## config.mk

```make
export PLATFORM = sky130hd
export DESIGN_NAME = reuleaux
export DESIGN_NICKNAME = d
export VERILOG_FILES = /design/src/rtl/reuleaux_pkg.sv /design/src/rtl/reuleaux_octant_stepper.sv /design/src/rtl/reuleaux.sv
export SDC_FILE = /design/constraint.sdc
export NUM_CORES = 1
export LEC_CHECK = 0
export ABC_AREA = 1
export CAP_MARGIN = 20
export CORE_UTILIZATION = 57
export DETAILED_ROUTE_END_ITERATION = 10
export PLACE_DENSITY = 0.87
export SYNTH_ARGS = -nofsm -noshare
export SYNTH_HDL_FRONTEND = slang
export SYNTH_SLANG_ARGS = --single-unit
```

## constraint.sdc

```tcl
create_clock -name clk -period 4.8 [get_ports clk]
set_clock_uncertainty 0.1 [all_clocks]
set_input_delay 0.48 -clock clk [delete_from_list [all_inputs] [get_ports clk]]
set_output_delay 0.48 -clock clk [all_outputs]
set_load 0.02 [all_outputs]
```

## src/rtl/reuleaux_pkg.sv

```systemverilog
// Shared types and constants for the Reuleaux triangle renderer.
package reuleaux_pkg;

  typedef enum logic [2:0] {
    S_IDLE,
    S_SETUP,
    S_ARC1,
    S_ARC2,
    S_ARC3,
    S_DONE
  } state_t;

  // Which arc centre is loaded into the circle engine.
  typedef enum logic [1:0] {
    SEL_C1,
    SEL_C2,
    SEL_C3
  } csel_t;

  // sqrt(3)/6 and sqrt(3)/3 as fixed-point fractions of 2^SQRT_SHIFT.
  localparam int unsigned SQRT3_6_NUM = 148;
  localparam int unsigned SQRT3_3_NUM = 296;
  localparam int unsigned SQRT_SHIFT  = 9;

  localparam int SCR_W_DEFAULT = 160;
  localparam int SCR_H_DEFAULT = 120;

  // Arc centres fit in 10 bits signed.
  typedef logic signed [9:0] coord_t;
  // Candidate points reach centre +/- radius, which can exceed 10 bits.
  typedef logic signed [11:0] cand_t;

  function automatic cand_t widen(input coord_t c);
    return {{2{c[9]}}, c};
  endfunction

endpackage

```

## src/rtl/reuleaux_octant_stepper.sv

```systemverilog
// Midpoint-circle engine: emits one octant point per step, eight per iteration.
module octant_stepper
  import reuleaux_pkg::*;
(
  input  logic       clk,
  input  logic       rst_n,
  input  logic       load,
  input  coord_t     cx,
  input  coord_t     cy,
  input  logic [7:0] r,
  input  logic       step,
  output cand_t      px,
  output cand_t      py,
  output logic       last
);

  cand_t      r_cx;
  cand_t      r_cy;
  cand_t      r_ox;
  cand_t      r_oy;
  cand_t      r_crit;
  logic [2:0] r_oct;

  cand_t w_oy_n;
  cand_t w_ox_n;
  cand_t w_crit_n;
  logic  w_end;

  // Offsets and decision term for the iteration after the current one.
  always_comb begin
    w_oy_n = r_oy + 12'sd1;
    if (r_crit[11] || (r_crit == '0)) begin
      w_ox_n   = r_ox;
      w_crit_n = r_crit + (w_oy_n <<< 1) + 12'sd1;
    end else begin
      w_ox_n   = r_ox - 12'sd1;
      w_crit_n = r_crit + ((w_oy_n - w_ox_n) <<< 1) + 12'sd1;
    end
    w_end = (w_oy_n > w_ox_n);
  end

  assign last = (r_oct == 3'd7) && w_end;

  // Octant point for the current phase, octants 1..8 in order.
  always_comb begin
    px = r_cx;
    py = r_cy;
    case (r_oct)
      3'd0: begin px = r_cx + r_ox; py = r_cy + r_oy; end
      3'd1: begin px = r_cx + r_oy; py = r_cy + r_ox; end
      3'd2: begin px = r_cx - r_ox; py = r_cy + r_oy; end
      3'd3: begin px = r_cx - r_oy; py = r_cy + r_ox; end
      3'd4: begin px = r_cx - r_ox; py = r_cy - r_oy; end
      3'd5: begin px = r_cx - r_oy; py = r_cy - r_ox; end
      3'd6: begin px = r_cx + r_ox; py = r_cy - r_oy; end
      default: begin px = r_cx + r_oy; py = r_cy - r_ox; end
    endcase
  end

  // Load a new centre/radius or advance one octant phase.
  always_ff @(posedge clk) begin
    if (!rst_n) begin
      r_cx   <= '0;
      r_cy   <= '0;
      r_ox   <= '0;
      r_oy   <= '0;
      r_crit <= '0;
      r_oct  <= '0;
    end else if (load) begin
      r_cx   <= widen(cx);
      r_cy   <= widen(cy);
      r_ox   <= {4'd0, r};
      r_oy   <= '0;
      r_crit <= 12'sd1 - {4'd0, r};
      r_oct  <= '0;
    end else if (step) begin
      if (r_oct == 3'd7) begin
        r_oct  <= '0;
        r_oy   <= w_oy_n;
        r_ox   <= w_ox_n;
        r_crit <= w_crit_n;
      end else begin
        r_oct <= r_oct + 3'd1;
      end
    end
  end

endmodule

```

## src/rtl/reuleaux.sv

```systemverilog
// Reuleaux triangle outline renderer: three windowed midpoint arcs, one candidate per clock.
module reuleaux
  import reuleaux_pkg::*;
#(
  parameter int SCR_W = SCR_W_DEFAULT,
  parameter int SCR_H = SCR_H_DEFAULT
) (
  input  logic       clk,
  input  logic       rst_n,
  input  logic [2:0] colour,
  input  logic [7:0] centre_x,
  input  logic [6:0] centre_y,
  input  logic [7:0] diameter,
  input  logic       start,
  output logic       done,
  output logic [7:0] vga_x,
  output logic [6:0] vga_y,
  output logic [2:0] vga_colour,
  output logic       vga_plot
);

  localparam cand_t W_LIM = cand_t'(SCR_W);
  localparam cand_t H_LIM = cand_t'(SCR_H);

  state_t     r_state;
  state_t     w_state_nx;
  logic       r_tail;

  logic [7:0] r_cx;
  logic [6:0] r_cy;
  logic [7:0] r_d;
  logic [2:0] r_colour;

  coord_t     r_c1x, r_c1y, r_c2x, r_c3x, r_c3y;
  coord_t     w_c1x, w_c1y, w_c2x, w_c3x, w_c3y;
  logic [16:0] w_p6, w_p3;
  logic [7:0] w_h6, w_h3;
  logic [9:0] w_half;

  logic       w_accept;
  logic       w_load;
  logic       w_step;
  logic       w_cand;
  logic       w_last;
  logic       w_win;
  logic       w_screen;
  csel_t      w_sel;
  coord_t     w_ld_cx, w_ld_cy;
  cand_t      w_px, w_py;
  cand_t      w_e1x, w_e1y, w_e2x, w_e3x, w_e3y;

  logic [7:0] r_x;
  logic [6:0] r_y;
  logic       r_plot;
  logic       r_done;

  assign w_accept = start && ((r_state == S_IDLE) || (r_state == S_DONE));

  // Triangle geometry from the latched request.
  assign w_p6   = {9'd0, r_d} * 17'(SQRT3_6_NUM);
  assign w_p3   = {9'd0, r_d} * 17'(SQRT3_3_NUM);
  assign w_h6   = 8'(w_p6 >> SQRT_SHIFT);
  assign w_h3   = 8'(w_p3 >> SQRT_SHIFT);
  assign w_half = {3'd0, r_d[7:1]};
  assign w_c1x  = {2'd0, r_cx} + w_half;
  assign w_c2x  = {2'd0, r_cx} - w_half;
  assign w_c3x  = {2'd0, r_cx};
  assign w_c1y  = {3'd0, r_cy} + {2'd0, w_h6};
  assign w_c3y  = {3'd0, r_cy} - {2'd0, w_h3};

  // Centre fed to the engine when it is reloaded.
  always_comb begin
    w_ld_cx = w_c1x;
    w_ld_cy = w_c1y;
    case (w_sel)
      SEL_C2:  begin w_ld_cx = w_c2x; w_ld_cy = w_c1y; end
      SEL_C3:  begin w_ld_cx = w_c3x; w_ld_cy = w_c3y; end
      default: begin w_ld_cx = w_c1x; w_ld_cy = w_c1y; end
    endcase
  end

  octant_stepper u_stepper (
    .clk   (clk),
    .rst_n (rst_n),
    .load  (w_load),
    .cx    (w_ld_cx),
    .cy    (w_ld_cy),
    .r     (r_d),
    .step  (w_step),
    .px    (w_px),
    .py    (w_py),
    .last  (w_last)
  );

  // State register.
  always_ff @(posedge clk) begin
    if (!rst_n) r_state <= S_IDLE;
    else        r_state <= w_state_nx;
  end

  // Next state and engine control; each arc ends with one idle tail cycle
  // so its final strobe drains before the next arc or DONE.
  always_comb begin
    w_state_nx = r_state;
    w_load     = 1'b0;
    w_step     = 1'b0;
    w_sel      = SEL_C1;
    w_cand     = 1'b0;
    case (r_state)
      S_IDLE:  if (start) w_state_nx = S_SETUP;
      S_SETUP: begin
        w_state_nx = S_ARC1;
        w_load     = 1'b1;
        w_sel      = SEL_C1;
      end
      S_ARC1: begin
        if (r_tail) begin
          w_state_nx = S_ARC2;
          w_load     = 1'b1;
          w_sel      = SEL_C2;
        end else begin
          w_step = 1'b1;
          w_cand = 1'b1;
        end
      end
      S_ARC2: begin
        if (r_tail) begin
          w_state_nx = S_ARC3;
          w_load     = 1'b1;
          w_sel      = SEL_C3;
        end else begin
          w_step = 1'b1;
          w_cand = 1'b1;
        end
      end
      S_ARC3: begin
        if (r_tail) begin
          w_state_nx = S_DONE;
        end else begin
          w_step = 1'b1;
          w_cand = 1'b1;
        end
      end
      S_DONE:  if (start) w_state_nx = S_SETUP;
      default: w_state_nx = S_IDLE;
    endcase
  end

  // Marks the cycle after an arc's final candidate.
  always_ff @(posedge clk) begin
    if (!rst_n)      r_tail <= 1'b0;
    else if (w_cand) r_tail <= w_last;
    else             r_tail <= 1'b0;
  end

  // Latch the request on an accepted start.
  always_ff @(posedge clk) begin
    if (!rst_n) begin
      r_cx     <= '0;
      r_cy     <= '0;
      r_d      <= '0;
      r_colour <= '0;
    end else if (w_accept) begin
      r_cx     <= centre_x;
      r_cy     <= centre_y;
      r_d      <= diameter;
      r_colour <= colour;
    end
  end

  // Capture the arc centres used by the plot windows.
  always_ff @(posedge clk) begin
    if (!rst_n) begin
      r_c1x <= '0;
      r_c1y <= '0;
      r_c2x <= '0;
      r_c3x <= '0;
      r_c3y <= '0;
    end else if (r_state == S_SETUP) begin
      r_c1x <= w_c1x;
      r_c1y <= w_c1y;
      r_c2x <= w_c2x;
      r_c3x <= w_c3x;
      r_c3y <= w_c3y;
    end
  end

  assign w_e1x = widen(r_c1x);
  assign w_e1y = widen(r_c1y);
  assign w_e2x = widen(r_c2x);
  assign w_e3x = widen(r_c3x);
  assign w_e3y = widen(r_c3y);

  // Arc window and screen clip for the current candidate.
  always_comb begin
    w_win = 1'b0;
    case (r_state)
      S_ARC1:  w_win = (w_px >= w_e2x) && (w_px <= w_e3x) && (w_py >= w_e3y) && (w_py <= w_e1y);
      S_ARC2:  w_win = (w_px >= w_e3x) && (w_px <= w_e1x) && (w_py >= w_e3y) && (w_py <= w_e1y);
      S_ARC3:  w_win = (w_px >= w_e2x) && (w_px <= w_e1x) && (w_py >= w_e1y);
      default: w_win = 1'b0;
    endcase
    w_screen = !w_px[11] && (w_px < W_LIM) && !w_py[11] && (w_py < H_LIM);
  end

  // Registered pixel strobe and completion flag.
  always_ff @(posedge clk) begin
    if (!rst_n) begin
      r_x    <= '0;
      r_y    <= '0;
      r_plot <= 1'b0;
      r_done <= 1'b0;
    end else begin
      r_plot <= w_cand && w_win && w_screen;
      if (w_cand) begin
        r_x <= w_px[7:0];
        r_y <= w_py[6:0];
      end
      r_done <= (w_state_nx == S_DONE);
    end
  end

  assign done       = r_done;
  assign vga_x      = r_x;
  assign vga_y      = r_y;
  assign vga_colour = r_colour;
  assign vga_plot   = r_plot;

endmodule

```

Word-level counts from Yosys, hierarchy flattened
Index checks and enable logic that the tools add are counted.
- flip-flop bits (word level): 149
- input port bits: 29
- word-level logic and storage cells: 134
- add/subtract/negate cells: 21
- $mul: 2
- magnitude comparators: 10
- equal/unequal tests: 15
- muxes and demuxes: 26
- bitwise gates (word level): 1
- reduce and logical (&&, ||, !) cells: 37
- operators by type and width (kind ; count):
    12-bit one-hot mux with 3 select lines ; 2
    12-bit 2-to-1 mux ; 5
    10-bit by 12-bit adder with 12-bit output ; 4
    12-bit by 9-bit greater-or-equal comparator with 1-bit output ; 4
    10-bit by 12-bit subtractor with 12-bit output ; 4
    12-bit by 2-bit adder with 12-bit output, second input constant ; 3
    8-bit by 6-bit multiplier with 14-bit output, second input constant ; 2
    12-bit adder ; 2
    12-bit by 9-bit <= comparator with 1-bit output ; 2
    8-bit 2-to-1 mux ; 3
    3-bit equality test, second input constant ; 7
    10-bit one-hot mux with 2 select lines ; 1
    2-bit OR reduction ; 9
    1-bit logical AND ; 15
    3-bit 2-to-1 mux ; 5
    3-bit one-hot mux with 5 select lines ; 1
    3-bit by 2-bit equality test with 1-bit output, second input constant ; 4
    12-bit greater-than comparator ; 1
    12-bit by 10-bit <= comparator with 1-bit output ; 1
    12-bit zero test ; 1
    12-bit by 8-bit less-than comparator with 1-bit output, second input constant ; 1
    12-bit by 9-bit less-than comparator with 1-bit output, second input constant ; 1
    12-bit by 2-bit subtractor with 12-bit output, second input constant ; 1
    11-bit subtractor ; 1
    other kinds (22) ; 32

Depth between registers and ports, before layout
- depth in word-level cells: 10
- gate-level depth with buffers: 34
- mapped depth without buffers: 34

Hierarchy
A second synthesis with hierarchy kept.
- cell total of the unflattened synthesis: 1910
- area total of the unflattened synthesis: 13043.8 um2
- by module, submodules not included (module ; instances ; cells each ; area an instance (um2) ; sequential area each (um2)):
    reuleaux ; 1 ; 927 ; 6611.3 ; 1781.7
    octant_stepper ; 1 ; 983 ; 6432.4 ; 1181.1

Worst setup path after synthesis
OpenSTA, ideal clock, no wires.
- kind: reg2reg
- from: reg u_stepper.r_oct[0]
- to: reg r_plot, in the netlist vga_plot
- library setup time: 0.066 ns
- arrival time: 4.280 ns
- setup slack: 0.354 ns
- stages on the path, launching flop included: 31
- clock period less this slack: 4.446 ns
- cell sequence: dfxtp_1 -> inv_1 -> ha_1 -> inv_2 -> a21oi_4 -> nor2_2 -> inv_1 -> nor2_4 -> inv_2 -> clkbuf_1 -> o2111ai_1 -> o21ai_0 -> ha_1 -> nand2_1 -> o21ai_0 -> a21oi_1 -> o21ai_0 -> a21oi_1 -> xor2_1 -> inv_1 -> ha_1 -> nand2_1 -> a21oi_1 -> a211oi_1 -> inv_1 -> or3_1 -> o211ai_1 -> inv_1 -> nor2_1 -> nand2_1 -> a21oi_2
- word-level cells in the longest chain between the ends: 10
- RTL lines (item ; line ; RTL):
    start: declaration ; reuleaux_octant_stepper.sv:22 ; logic [2:0] r_oct;
    start signal: assignment ; reuleaux_octant_stepper.sv:83 ; r_oct <= r_oct + 3'd1;
    3-bit equality test (tied with other cells) ; reuleaux_octant_stepper.sv:48 ; case (r_oct)
    2-bit OR reduction (no line) ; - ;
    12-bit one-hot mux with 3 select lines ; reuleaux_octant_stepper.sv:48 ;
    12-bit by 9-bit greater-or-equal comparator with 1-bit output (tied with other cells) ; reuleaux.sv:199 ; S_ARC2: w_win = (w_px >= w_e3x) && (w_px <= w_e1x) && (w_py >= w_e3y) && (w_py <= w_e1y);
    1-bit logical AND (on tied branches) (3 in series) ; reuleaux.sv:199, reuleaux.sv:198 ;
    1-bit one-hot mux with 3 select lines ; reuleaux.sv:197 ; case (r_state)
    1-bit logical AND ; reuleaux.sv:214 ; r_plot <= w_cand && w_win && w_screen;
    1-bit logical AND (*) ; reuleaux.sv:214 ;
    end signal: assignment ; reuleaux.sv:214 ;
    end: declaration ; reuleaux.sv:54 ; logic r_plot;
Every way passes the cells marked *; elsewhere a longest branch is shown, timed or not.
A chain may end at the register's enable or synchronous reset.

Worst setup path in the final report
- from: reg u_stepper.r_oct[0]
- to: reg r_plot, in the netlist vga_plot
- RTL lines (item ; line ; RTL):
    3-bit equality test (tied with other cells) ; reuleaux_octant_stepper.sv:48 ;
    2-bit OR reduction (no line) ; - ;
    12-bit one-hot mux with 3 select lines (*) ; reuleaux_octant_stepper.sv:48 ;
    via u_stepper.py[5] ; reuleaux_octant_stepper.sv:13 ; output cand_t py,
    12-bit by 9-bit greater-or-equal comparator with 1-bit output ; reuleaux.sv:198, reuleaux.sv:199 ;
    1-bit logical AND (on tied branches) (2 in series) ; reuleaux.sv:199, reuleaux.sv:198 ;
    1-bit one-hot mux with 3 select lines ; reuleaux.sv:197 ;
    1-bit logical AND ; reuleaux.sv:214 ;
    1-bit logical AND (*) ; reuleaux.sv:214 ;
Mark *: on every way through the listed nets, which the timed path passes. The rest lies on a longest branch.

==> run metrics <==
vias=12,992; clk sinks=147; Synth cell types=61; first drt pass iteration count=6; Die Y=152 um; post-synthesis mux area share=0.00157; static leakage=7.15 nW; routability cong.=1.01; ratio of cells with drive above 1 in the final layout=0.0937; initial antenna violation count=0; first-pass GRT wire length=61,500 um; Post-Synth Adder-Cell Area=0.193; Rel. slew slack=0.405; Post-synth EDFFs=0; die area=0.0230 mm2; Clock Path Buffers=2; Post-synth ARST share=0; Avg Cell Area, Syn=6.92 um2; XOR/XNOR share of the synthesized area=0.0549; Net Sw Frac=0.449; Layout Nets=2,137; ys flop type=dfxtp_1; Synth Area in Simple Gates=0.185; setup violators final=0; detailed-route DRC error count=0; DRT iter0 DRCs=1,183; critical path's largest stage delay=390 ps; DRT antenna net count=0; compound-cell area share of the yosys netlist=0.225; CP max stage cell=ha_1; Crit. End Element=flip-flop; CTS tree=done; HPWL Detailed=30,600 um; hold path depth=2; chip width=152 um; I/O Pins=49; synthesis-to-layout area growth=14.9%; Site Rows=54; sequential share of power=0.242; total wire length=39,000 um; Tcrit/Tclk final=0.956; RSZ-0062 raised after global routing=true; Via density=5.88; setup TNS=0 ps; ant diodes=0; IO Port Bufs=48; register area share after synthesis=0.231; max-cap violations=0; Worst Hold Margin=367 ps; Slew @ Worst Pin=892 ps; internal power=3.23 mW; Critical Path RT=5040 ps; largest net degree at the start of global routing=77; YS warnings=0; Total Routing Usage GR=0.349; fmax=0.218 GHz; synthesized netlist cell count=1,842; clk_lat worst skew=450 ps; Tightest Hold Check Type=reg -> reg; Clk pwr share=0.235; Final min period=4590 ps; CTS buffer count=17; Core Region=0.0219 mm2; wire per inst=17.6 um; path depth of the worst reg2reg path=31; Net Switching=2.64 mW; CP Class=reg -> reg; Max Slew Vio Count=0; status=complete, no violations; Layout fillers=1,873; Comb pwr share=0.523; syn nets=2,061; htree depth=4; pwr/cell area=400 mW/mm2; root buf cell=clkbuf_16; synthesized flop and latch total=147; vias in the first global route=11,933; startpoint types=flip-flop; Clk pin slew, worst setup/hold paths=80 ps; main combinational cell family by area after synthesis=compound AO/OA/AOI/OAI gates; crit path DAT=4830 ps; Mapped Area=0.0128 mm2; Starting Density=0.583; worst-path maximum fanout=8; total grt overflow=0; Peak supply drop=0.243 mV; Final Hold Fails=0
-- final cells by class --
cell class	instances	area, um2	share of cell area
clock inverters	15	181	0.0124
clock buffers	17	425	0.0290
inverters	304	1150	0.0787
repair buffers	116	990	0.0675
well taps	280	350	0.0239
multi-input cells	1332	8600	0.587
flip-flops and latches	147	2950	0.201
-- per-stage QoR --
stage          worst slack, ps   util  cells  power (mW)  instance area [um2]
6_report                   210  0.669   2211        5.87                14700
5_1_grt                  -83.5  0.669   2211        6.27                14700
4_1_cts                   30.3  0.659   2205        5.62                14400
3_5_place_dp             -12.9  0.631   2173        4.24                13800
3_3_place_gp               154  0.630   2172        4.14                13800
2_1_floorplan              354      -   1842        3.35                12800
-- cells by family (layout without fill, tap and decap cells) --
kind of cell	Yosys count	in the layout
XOR/XNOR	80	80
adder cells (fa/ha/maj)	190	190
multiplexers	2	2
buffers and inverters	363	452
AND/OR/NAND/NOR	560	560
AO/OA/AOI/OAI	500	500
flip-flops	147	147
-- synth_stat cells (3+ instances only) --
master / count / share of area
o21a_1: 9 / 0.0053
or2_2: 10 / 0.0049
xnor2_1: 13 / 0.0089
a221oi_1: 7 / 0.0048
nand4_1: 13 / 0.0064
inv_1: 292 / 0.086
o21ai_0: 177 / 0.069
a21oi_1: 181 / 0.071
fa_1: 12 / 0.019
o22ai_1: 10 / 0.0049
inv_2: 8 / 0.0024
nand3_2: 3 / 0.0024
nor2_1: 152 / 0.045
xor2_1: 67 / 0.046
o21bai_1: 19 / 0.011
buf_1: 3 / 0.00088
nor2_2: 4 / 0.0020
nor3_1: 19 / 0.0075
o31ai_1: 5 / 0.0029
nor4_1: 5 / 0.0025
clkbuf_1: 49 / 0.014
nand3_1: 57 / 0.022
o2111ai_1: 10 / 0.0069
a31oi_1: 24 / 0.012
dfxtp_1: 147 / 0.23
ha_1: 178 / 0.17
o211ai_1: 19 / 0.011
a22oi_1: 3 / 0.0018
o221ai_1: 3 / 0.0021
nand2_1: 282 / 0.083
o21ai_1: 6 / 0.0024
buf_2: 5 / 0.0020
a211oi_1: 10 / 0.0059
-- flip-flops by register name, summed over array words and instances, names as in the netlist, 9 cells and up --
| name | count |
|---|---|
| u_stepper.r_crit | 12 |
| u_stepper.r_ox | 12 |
| u_stepper.r_oy | 12 |
| u_stepper.r_cx | 10 |
| r_c1x | 9 |
| r_c3y | 9 |
| u_stepper.r_cy | 9 |
-- power by group through the flow --
| stage | clock, mW | combinational, mW | sequential (mW) |
|---|---|---|---|
| floorplan | 0 | 1.93 | 1.43 |
| detailed placement | 0 | 2.81 | 1.44 |
| CTS | 1.38 | 2.83 | 1.41 |
| global route | 1.43 | 3.40 | 1.43 |
| global placement | 0 | 2.70 | 1.43 |
| finish | 1.38 | 3.07 | 1.42 |
-- worst max-delay path: cells and delay by family, from the launching register on --
family | cells | cell delay, ps
DFF | 1 | 370
AOI/OAI and AO/OA | 10 | 1190
and+or+nand+nor | 10 | 1050
adders and majority gates | 3 | 880
xor gates and xnor gates | 1 | 150
buffers and inverters | 7 | 780
-- routing by layer --
metal / vias up / global-route usage / part of all wire
met2: 581 / 0.550 / 0.44
met3: 79 / 0.0560 / 0.086
met4: 0 / 0.134 / 0.030
met1: 6040 / 0.477 / 0.44
met5: - / 0 / 0
li1: 6292 / - / -
-- what timing repair did --
action	CTS	global route
resized for setup	1	53
endpoints found under the setup margin	1	7
pin swaps	0	12
hold buffers	0	0
buffers inserted	0	6
-- final timing paths --
path	startpoint	endpoint	slack [ps]
setup / recovery	u_stepper.r_oct[0]$_SDFFE_PP0P_	vga_plot$_SDFF_PN0_	210
hold / removal	r_c3x[3]$_SDFFE_PN0P_	r_c3x[3]$_SDFFE_PN0P_	370
hold reg to reg	r_c3x[3]$_SDFFE_PN0P_	r_c3x[3]$_SDFFE_PN0P_	370
setup reg to reg	u_stepper.r_oct[0]$_SDFFE_PP0P_	vga_plot$_SDFF_PN0_	210
-- cells in the final DEF, fill, tap and decap left out, drive strengths merged, types with 5 or more instances in the layout --
master         count
o21a               9
dfxtp            147
buf               69
clkdlybuf4s50     47
a21oi            185
a221oi             7
o211ai            19
o31ai              6
nand3             60
o2111ai           10
nor4               5
xnor2             13
o21bai            19
nor3              20
a211oi            10
a31oi             24
xor2              67
nand4             13
clkbuf            17
nor2             158
fa                12
ha               178
nand2            286
clkinv            11
inv              308
or2               12
o22ai             10
o21ai            184
No activity file was read; power rests on OpenSTA's default activity.
